`config.mk`:
```
export PLATFORM = sky130hd
export DESIGN_NAME = scan_display_ctrl
export DESIGN_NICKNAME = d
export VERILOG_FILES = /design/src/rtl/scan_display_ctrl.sv
export SDC_FILE = /design/constraint.sdc
export NUM_CORES = 1
export LEC_CHECK = 0
export BUFFER_PORTS_ARGS = -buffer_cell sky130_fd_sc_hd__buf_2
export CAP_MARGIN = 0
export CORE_MARGIN = 2
export CORE_UTILIZATION = 45
export CTS_BUF_LIST = sky130_fd_sc_hd__clkbuf_8 sky130_fd_sc_hd__clkbuf_16
export DETAILED_ROUTE_END_ITERATION = 8
export RECOVER_POWER = 100
export SYNTH_ARGS = -nofsm -noshare
export SYNTH_HDL_FRONTEND = slang
export SYNTH_SLANG_ARGS = --single-unit
```
`constraint.sdc`:
```
create_clock -name clk -period 1.8 [get_ports clk]
set_input_delay 0.18 -clock clk [delete_from_list [all_inputs] [get_ports clk]]
set_output_delay 0.18 -clock clk [all_outputs]
set_load 0.01 [all_outputs]
```
`src/rtl/scan_display_ctrl.sv`:
```
// scan_display_ctrl: filters a set-2 keyboard byte stream down to key presses,
// keeps the last four make codes and time-multiplexes them onto a shared
// seven-segment decoder with active-low digit enables.
module scan_display_ctrl #(
    parameter int REFRESH_DIV = 100000,
    parameter int CNT_W       = 17
) (
    input  logic       clk,
    input  logic       rst_n,
    input  logic       code_valid,
    input  logic [7:0] code,
    input  logic       clear,
    output logic [7:0] digit_code,
    output logic [3:0] an,
    output logic       new_key
);

    typedef enum logic [1:0] {
        IDLE    = 2'd0,
        EXT     = 2'd1,
        BRK     = 2'd2,
        EXT_BRK = 2'd3
    } state_t;

    localparam logic [7:0]       BREAK_PFX    = 8'hF0;
    localparam logic [7:0]       EXT_PFX      = 8'hE0;
    localparam logic [CNT_W-1:0] REFRESH_LAST = CNT_W'(REFRESH_DIV - 1);
    localparam logic [2:0]       DIGITS       = 3'd4;

    state_t            state_q, state_d;
    logic              held_q, held_d;
    logic [7:0]        last_q, last_d;
    logic [3:0][7:0]   digits_q, digits_d;   // [0] = most recent key
    logic [2:0]        count_q, count_d;
    logic [1:0]        sel_q, sel_d;
    logic [CNT_W-1:0]  refresh_q, refresh_d;
    logic              new_key_q, new_key_d;
    logic              accept;

    // Next-state logic: refresh scan, prefix filter and digit shift register
    always_comb begin
        state_d   = state_q;
        held_d    = held_q;
        last_d    = last_q;
        digits_d  = digits_q;
        count_d   = count_q;
        sel_d     = sel_q;
        refresh_d = refresh_q;
        new_key_d = 1'b0;
        accept    = 1'b0;

        // The scan keeps running regardless of clear so the display never stalls
        if (refresh_q == REFRESH_LAST) begin
            refresh_d = '0;
            sel_d     = sel_q + 2'd1;
        end else begin
            refresh_d = refresh_q + CNT_W'(1);
        end

        if (clear) begin
            // Clear wins over a byte arriving in the same cycle; that byte is dropped
            digits_d = '0;
            count_d  = '0;
            held_d   = 1'b0;
            state_d  = IDLE;
        end else if (code_valid) begin
            case (state_q)
                IDLE: begin
                    if (code == BREAK_PFX) begin
                        state_d = BRK;
                    end else if (code == EXT_PFX) begin
                        state_d = EXT;
                    end else if (!(held_q && code == last_q)) begin
                        // Same code while still held is typematic repeat, not a new press
                        accept = 1'b1;
                    end
                end
                EXT: begin
                    if (code == BREAK_PFX) begin
                        state_d = EXT_BRK;
                    end else if (code == EXT_PFX) begin
                        state_d = EXT;
                    end else begin
                        // Extended make codes are swallowed, never displayed
                        state_d = IDLE;
                    end
                end
                BRK: begin
                    // A normal key was released, so its next make is a genuine press
                    held_d  = 1'b0;
                    state_d = IDLE;
                end
                EXT_BRK: begin
                    // Release of an extended key says nothing about the held normal key
                    state_d = IDLE;
                end
                default: begin
                    state_d = IDLE;
                end
            endcase
        end

        if (accept) begin
            digits_d  = {digits_q[2:0], code};
            count_d   = (count_q == DIGITS) ? DIGITS : count_q + 3'd1;
            last_d    = code;
            held_d    = 1'b1;
            new_key_d = 1'b1;
        end
    end

    // State registers with asynchronous active-low reset
    always_ff @(posedge clk or negedge rst_n) begin
        if (!rst_n) begin
            state_q   <= IDLE;
            held_q    <= 1'b0;
            last_q    <= 8'h00;
            digits_q  <= '0;
            count_q   <= '0;
            sel_q     <= '0;
            refresh_q <= '0;
            new_key_q <= 1'b0;
        end else begin
            state_q   <= state_d;
            held_q    <= held_d;
            last_q    <= last_d;
            digits_q  <= digits_d;
            count_q   <= count_d;
            sel_q     <= sel_d;
            refresh_q <= refresh_d;
            new_key_q <= new_key_d;
        end
    end

    // Outputs are pure functions of registered state; unfilled digits stay blank
    always_comb begin
        digit_code = digits_q[sel_q];
        if ({1'b0, sel_q} < count_q) begin
            an = ~(4'b0001 << sel_q);
        end else begin
            an = 4'b1111;
        end
        new_key = new_key_q;
    end

endmodule

```
==> impl_metrics.yaml, run 1 <==
place:
  dp_hpwl_um: 4030
  dpl-instance-area_um2: 3520
  globalplace.congestion: 0.762
  io_buffer_count: 24
sta:
  setup_viol: 0
  final.setup_skew_ns: 0.00611
  timing_hold_violations_final: 0
  maxSlewHeadroom_pct: 52.2
  max_clock_freq_mhz: 568
  post-route-period-util_pct: 97.8
  slew_viol_final: 0
  clock_period_minus_worst_slack_ns: 1.76
  rsz0062_at_grt: "yes"
  worst_slew_pin_slew_ns: 0.717
worst_setup_path:
  path_max_fanout: 5
  startpoint_type: "flip-flop"
  critPathCaptureType: "output pin"
  worst-setup-path-type: "flip-flop to output pin"
  data_required_time_of_the_worst_path_ns: 1.62
  worst-endpoint-arrival_ns: 1.58
layout:
  area_delta_synth_final_pct: 15.8
  layout.nets: 333
  share_of_post_route_cells_with_drive_strength_above_1_pct: 23.7
  insertedDiodeCount: 0
  mostFrequentLayoutCells: "sky130_fd_sc_hd__dfrtp_1 (66), sky130_fd_sc_hd__nor2_1 (49), sky130_fd_sc_hd__mux2i_1 (34)"
  final_cell_area_um2: 3690
  layout.cells.most_common: "sky130_fd_sc_hd__dfrtp_1"
synthesis:
  synth_cell_types: 34
  synth-async-reset-ratio_pct: 100
  syn_area_per_cell_um2: 11.8
  synth_seq_cells: 66
  post_synth_inst_count: 270
  mappedNetlistNets: 290
  synthesis.area_um2: 3190
  register_area_share_after_synthesis_pct: 51.8
  synth-edff-count: 0
  synthesis.yosys.warnings: 0
  ys_flop_type: "sky130_fd_sc_hd__dfrtp_1"
worst_hold_path:
  min_delay_path_class: "primary input to flip-flop"
power:
  pwr_density_cell_nw_per_um2: 803
  ir_drop_uv: 327
  finalPower_mw: 2.97
  power.static_leakage_nw: 1.75
routing:
  total_drc_errors_in_the_routed_layout: 0
  postRouteAntennaNets: 0
  routed_wire_length_per_instance_um: 13.9
  route.vias.total: 2074
  detail_route.iter0.violations: 103
  post_drt_via_cell_ratio: 5.02
  totalWireLength_um: 5760
  dr.pass1.iters: 4
grt:
  number_of_global_route_vias_before_repair: 2098
  antenna_found_initial: 0
  grt_max_degree: 34
  use_met3_pct: 3.49
  global_route.usage.met2_pct: 24.1
  grt_max_usage_layer: "met1"
  grtUsageTotal_pct: 17.3
  met1_usage_pct: 25.9
  global_route_wire_length_before_repair_um: 10200
  globalRouteOverflowTotal: 0
floorplan:
  die_x_um: 88.2
  placeableCoreArea_um2: 6830
  fp.dieArea_um2: 7780
  start_util_pct: 46.7
  io-pin-count: 25
  die_height_um: 88.2
  std_cell_rows: 30
clocking:
  clk_pin_slew_ns: 0.07
  tritoncts: "done"
  sinks_on_clock_net: 66
  ctsHtreeMaxLevel: 3
  clk_path_buf_depth: 2
  clock_latency_ns: 0.33
  cts_root_buf: "sky130_fd_sc_hd__clkbuf_8"
  cts_buffers: 9
job:
  maxCapViolations: 0
outcome:
  status: "complete, no violations"
==> worst paths after layout <==
kind                            cells after the start            end  slack (ns)           from
worst min-delay path                                3     state_q[1]        0.13     code_valid
worst min register to register                      1   refresh_q[0]        0.48   refresh_q[0]
worst max-delay path                                3  digit_code[7]        0.04       sel_q[1]
min in group asynchronous                           2   digits_q[15]        0.36          rst_n
max in group asynchronous                           3   refresh_q[1]        0.30          rst_n
worst max register to register                      6       sel_q[0]        0.06  refresh_q[12]
==> synth_stat cells (2+ instances only) <==
cell                       count  share of area [%]
sky130_fd_sc_hd__dfrtp_1      66                 52
sky130_fd_sc_hd__o21ai_0       4               0.63
sky130_fd_sc_hd__ha_1          8                3.1
sky130_fd_sc_hd__nand3_1       8                1.3
sky130_fd_sc_hd__xor2_1       14                3.8
sky130_fd_sc_hd__or2_2         2               0.39
sky130_fd_sc_hd__mux4_2        8                5.6
sky130_fd_sc_hd__clkbuf_1      5               0.59
sky130_fd_sc_hd__and3_1        2               0.39
sky130_fd_sc_hd__a21oi_1       5               0.78
sky130_fd_sc_hd__mux2i_1      34                 11
sky130_fd_sc_hd__nor2_1       49                5.8
sky130_fd_sc_hd__nor3_1        2               0.31
sky130_fd_sc_hd__nor4_1        3               0.59
sky130_fd_sc_hd__nand4_1       4               0.78
sky130_fd_sc_hd__mux2_2        9                3.2
sky130_fd_sc_hd__buf_6         4                1.4
sky130_fd_sc_hd__inv_1         9                1.1
sky130_fd_sc_hd__nand2_1       8               0.94
sky130_fd_sc_hd__xnor2_1      10                2.7
sky130_fd_sc_hd__nor2b_1       3               0.59
==> critical path, cell delays in order, from the launching register on <==
cell and delay, ns:
sky130_fd_sc_hd__dfrtp_1 0.46, sky130_fd_sc_hd__buf_12 0.15, sky130_fd_sc_hd__mux4_2 0.49, sky130_fd_sc_hd__buf_2 0.15
==> state kept, by name (all words and copies together) (netlist names) <==
| signal | cells |
|---|---|
| count_q | 3 |
| refresh_q | 17 |
| new_key | 1 |
| digits_q | 32 |
| sel_q | 2 |
| held_q | 1 |
| last_q | 8 |
| state_q | 2 |
==> per-stage QoR <==
stage | setup TNS (ns) | setup slack (ns) | util [%] | hold slack (ns) | cells
floorplan | 0 | 0.218 | - | -0.116 | 270
global placement | 0 | 0.0806 | 51.5 | 0.0801 | 394
detailed placement | 0 | 0.0823 | 51.5 | 0.0760 | 394
CTS | 0 | 0.00174 | 54.2 | 0.109 | 410
global route | -0.298 | -0.0297 | 54.1 | 0.129 | 413
finish | 0 | 0.0394 | 54.1 | 0.125 | 413
==> cell families (layout without fill, tap and decap cells) <==
logic type,after synthesis,in the layout,synth area share [%]
AO/OA/AOI/OAI,13,13,2.59
AND/OR/NAND/NOR,88,88,12.9
multiplexers,51,51,19.5
XOR/XNOR,24,24,6.59
adder cells (fa/ha/maj),8,8,3.14
flip-flops,66,66,51.8
buffers and inverters,20,67,3.45
==> where the power goes <==
part,switching (mW),total (mW),internal (mW)
registers,0.0417,1.58,1.54
clock network,0.517,1.07,0.555
logic,0.167,0.311,0.144
==> cell type report <==
| cell class | count | area (um2) |
|---|---|---|
| fill | 614 | 3140 |
| inverter | 9 | 37.5 |
| timing repair buffer | 43 | 274 |
| tap | 96 | 120 |
| multi-input combinational | 184 | 1440 |
| clock buffer | 11 | 151 |
| clock inverter | 4 | 18.8 |
| sequential | 66 | 1650 |
==> metal layers <==
metal	wire, um	part of all wire (%)
met5	0	0
met4	97	1.7
met1	2990	52
met2	2440	42
met3	230	4.0
==> what timing repair did <==
item                                    4_1_cts  5_1_grt
endpoints found under the hold margin         9        0
buffers inserted                              0        3
hold buffers                                  1        0
gates resized for setup                       2        3
pin swaps                                     0        1
endpoints found under the setup margin        6       13
Power figures use the tool's default switching activity.
==> run 2, diff against run 1 <==
--- a/config.mk
+++ b/config.mk
@@ -5,11 +5,13 @@
 export SDC_FILE = /design/constraint.sdc
 export NUM_CORES = 1
 export LEC_CHECK = 0
+export ABC_AREA = 1
 export BUFFER_PORTS_ARGS = -buffer_cell sky130_fd_sc_hd__buf_2
 export CAP_MARGIN = 0
 export CORE_MARGIN = 2
 export CORE_UTILIZATION = 45
 export CTS_BUF_LIST = sky130_fd_sc_hd__clkbuf_8 sky130_fd_sc_hd__clkbuf_16
+export CTS_CLUSTER_DIAMETER = 30
 export DETAILED_ROUTE_END_ITERATION = 8
 export RECOVER_POWER = 100
 export SYNTH_ARGS = -nofsm -noshare
==> run 2 against run 1 <==
Effect of this change: count of clock-buffer cells in the layout is 1 lower; critical path depth rose by 2; sequential share of layout area down 4.4 points; total power grew 39%; via count grew 44%; setup slack improved by 0.051 ns; global-route usage rose by 2.0 points; largest cell class unchanged; largest power group unchanged.
==> impl_metrics.yaml, run 2 <==
outcome:
  status: "complete, no violations"
clocking:
  ctsHtreeMaxLevel: 3
  clock_latency_ns: 0.34
  clk_pin_slew_ns: 0.07
  cts_root_buf: "sky130_fd_sc_hd__clkbuf_8"
  tritoncts: "done"
  clk_path_buf_depth: 2
  cts_buffers: 9
  sinks_on_clock_net: 66
routing:
  total_drc_errors_in_the_routed_layout: 0
  post_drt_via_cell_ratio: 5.21
  detail_route.iter0.violations: 193
  postRouteAntennaNets: 0
  routed_wire_length_per_instance_um: 13.8
  dr.pass1.iters: 4
  route.vias.total: 2993
  totalWireLength_um: 7950
power:
  power.static_leakage_nw: 2.15
  ir_drop_uv: 477
  pwr_density_cell_nw_per_um2: 1010
  finalPower_mw: 4.14
synthesis:
  synth_xor_xnor_area_share_pct: 3.74
  mappedNetlistNets: 455
  synth_compound_area_share_pct: 5.38
  synth-simple-area-share_pct: 35.8
  synthesis.yosys.warnings: 0
  netlist.top_cell.by_area: "sky130_fd_sc_hd__dfrtp_1"
  muxShareOfSynthArea_pct: 0.267
  synth-async-reset-ratio_pct: 100
  leading_cell_type_by_number_of_instances_after_synthesis: "sky130_fd_sc_hd__nand2_1"
  synthesis.area_um2: 3740
  synth_cell_types: 34
  synth-edff-count: 0
  syn_area_per_cell_um2: 8.61
  register_area_share_after_synthesis_pct: 44.1
  ys_flop_type: "sky130_fd_sc_hd__dfrtp_1"
  biggest_area_contributors_in_the_synthesized_netlist: "sky130_fd_sc_hd__dfrtp_1 (44%), sky130_fd_sc_hd__nand2_1 (9.7%), sky130_fd_sc_hd__nand3_2 (8.0%)"
  netlist.area_leader.share_pct: 44.1
  post_synth_inst_count: 435
  synth.cells.most_frequent: "sky130_fd_sc_hd__nand2_1 (97), sky130_fd_sc_hd__dfrtp_1 (66), sky130_fd_sc_hd__nor2_1 (40)"
  synth_seq_cells: 66
  dominant_combinational_cell_family_by_area_after_synthesis: "simple AND/OR/NAND/NOR gates"
  synth_adder_area_share_pct: 2.67
worst_hold_path:
  min_delay_path_class: "primary input to flip-flop"
place:
  io_buffer_count: 24
  dpl-instance-area_um2: 3990
  globalplace.congestion: 0.851
  dp_hpwl_um: 5330
  detailedPlace.worstSlack_ns: 0.229
layout:
  layout_top_registers: "digits_q (32), refresh_q (17), last_q (8)"
  layout.cells.most_common: "sky130_fd_sc_hd__nand2_1"
  flip_flop_count_of_the_largest_register_all_copies_and_words_added: 32
  share_of_post_route_cells_with_drive_strength_above_1_pct: 14.7
  area_delta_synth_final_pct: 9.52
  layout.nets: 484
  insertedDiodeCount: 0
  final_cell_area_um2: 4100
  fillerInstances: 771
  mostFrequentLayoutCells: "sky130_fd_sc_hd__nand2_1 (98), sky130_fd_sc_hd__dfrtp_1 (66), sky130_fd_sc_hd__nand3_1 (48)"
  top_register: "digits_q"
floorplan:
  io-pin-count: 25
  std_cell_rows: 33
  fp.dieArea_um2: 9070
  die_x_um: 95.2
  die_height_um: 95.2
  placeableCoreArea_um2: 8130
  start_util_pct: 46.0
worst_setup_path:
  reg_to_reg_slack_setup_ns: 0.22
  path_max_fanout: 4
  worst-endpoint-arrival_ns: 1.53
  worst-setup-path-type: "flip-flop to output pin"
  crit_start: "sel_q[1]"
  crit_chain: "ha_1 > a21boi_1 > o21ai_2 > nand2_1 > buf_2"
  critPathCaptureType: "output pin"
  crit-reg2reg-capture: "sel_q[1]"
  rr_startpoint: "refresh_q[0]"
  r2r_cells: 8
  crit_slowest_cell: "sky130_fd_sc_hd__dfrtp_1"
  startpoint_type: "flip-flop"
  slowest_delay_ns: 0.42
  data_required_time_of_the_worst_path_ns: 1.62
  critPathCapture: "an[3]"
grt:
  global_route_wire_length_before_repair_um: 13500
  grt_max_degree: 56
  globalRouteOverflowTotal: 0
  number_of_global_route_vias_before_repair: 2770
  grtUsageTotal_pct: 19.3
  antenna_found_initial: 0
sta:
  max_clock_freq_mhz: 585
  rsz0062_at_grt: "yes"
  clock_period_minus_worst_slack_ns: 1.71
  slew_viol_final: 0
  final.setup.tns_ns: 0
  worst_slew_pin_slew_ns: 0.613
  setup_viol: 0
  post-route-period-util_pct: 95.0
  final.setup_skew_ns: 0.00760
  timing_hold_violations_final: 0
  setup_slack_ns: 0.0900
  maxSlewHeadroom_pct: 59.2
job:
  maxCapViolations: 0
[run 2: cell types whose count changed after synthesis, sizes merged, moves of 4 or more]
| cell | change |
|---|---|
| buf | +11 |
| nand3 | +43 |
| nand4 | +35 |
| xnor2 | -10 |
| o22ai | +8 |
| o21ai | +18 |
| mux2 | -9 |
| inv | +32 |
| mux2i | -33 |
| mux4 | -8 |
| nor2 | -4 |
| nand2 | +91 |
[run 2: kinds of logic (layout without fill, tap and decap cells)]
| logic type | Yosys count | count (layout) |
|---|---|---|
| flip-flops | 66 | 66 |
| adder cells (fa/ha/maj) | 8 | 8 |
| AO/OA/AOI/OAI | 36 | 36 |
| buffers and inverters | 63 | 97 |
| multiplexers | 1 | 1 |
| XOR/XNOR | 16 | 16 |
| AND/OR/NAND/NOR | 245 | 245 |
[run 2: what timing repair did]
item / in CTS / in global routing
setup buffers: 2 / 0
hold buffers: 1 / 0
endpoints found under the hold margin: 21 / 0
pin swaps: 2 / 2
endpoints found under the setup margin: 4 / 6
gates resized for setup: 4 / 1
[run 2: worst min path at each step]
stage | start | endpoint | cells past startpoint
2_1_floorplan | rst_n | count_q[0] | 0
3_3_place_gp | rst_n | count_q[2] | 1
3_5_place_dp | rst_n | count_q[2] | 1
4_1_cts | clear | held_q | 2
5_1_grt | clear | held_q | 2
6_report | clear | held_q | 2
[run 2: cell type report]
| type | count | area, um2 | share of cell area [%] |
|---|---|---|---|
| multi-input cells | 306 | 1640 | 40.1 |
| repair buffers | 38 | 243 | 5.92 |
| inverters | 43 | 165 | 4.03 |
| well taps | 105 | 131 | 3.20 |
| clock buffers | 10 | 138 | 3.36 |
| flip-flops and latches | 66 | 1650 | 40.3 |
| clock inverters | 6 | 129 | 3.14 |
[run 2: power by group]
group	switching [mW]	internal, mW	total [mW]
combinational	0.469	0.255	0.723
sequential	0.122	1.63	1.76
clock	0.566	1.09	1.66
[run 2: through the flow]
stage               hold WS [ns]  utilization (%)  std cells
finish                    0.0447             50.4        574
floorplan                 -0.116                -        435
CTS                       0.0263             52.7        574
global placement           0.239             49.0        555
global route              0.0412             50.4        574
detailed placement         0.232             49.0        555
[run 2: worst max-delay path, delay by kind of cell, from the launching register on]
kind / cells / cell delay (ns)
buffers and inverters: 1 / 0.13
AO/OA/AOI/OAI: 2 / 0.30
adder cells (fa/ha/maj): 1 / 0.28
AND/OR/NAND/NOR: 1 / 0.07
flip-flops: 1 / 0.42
[run 2: metal layers]
metal,GRT usage (%),part of all wire [%],vias to the layer above
met5,0,0,-
met4,6.52,1.2,0
met3,3.87,5.3,9
met2,27.9,42,81
met1,28.7,51,1392
li1,-,-,1511
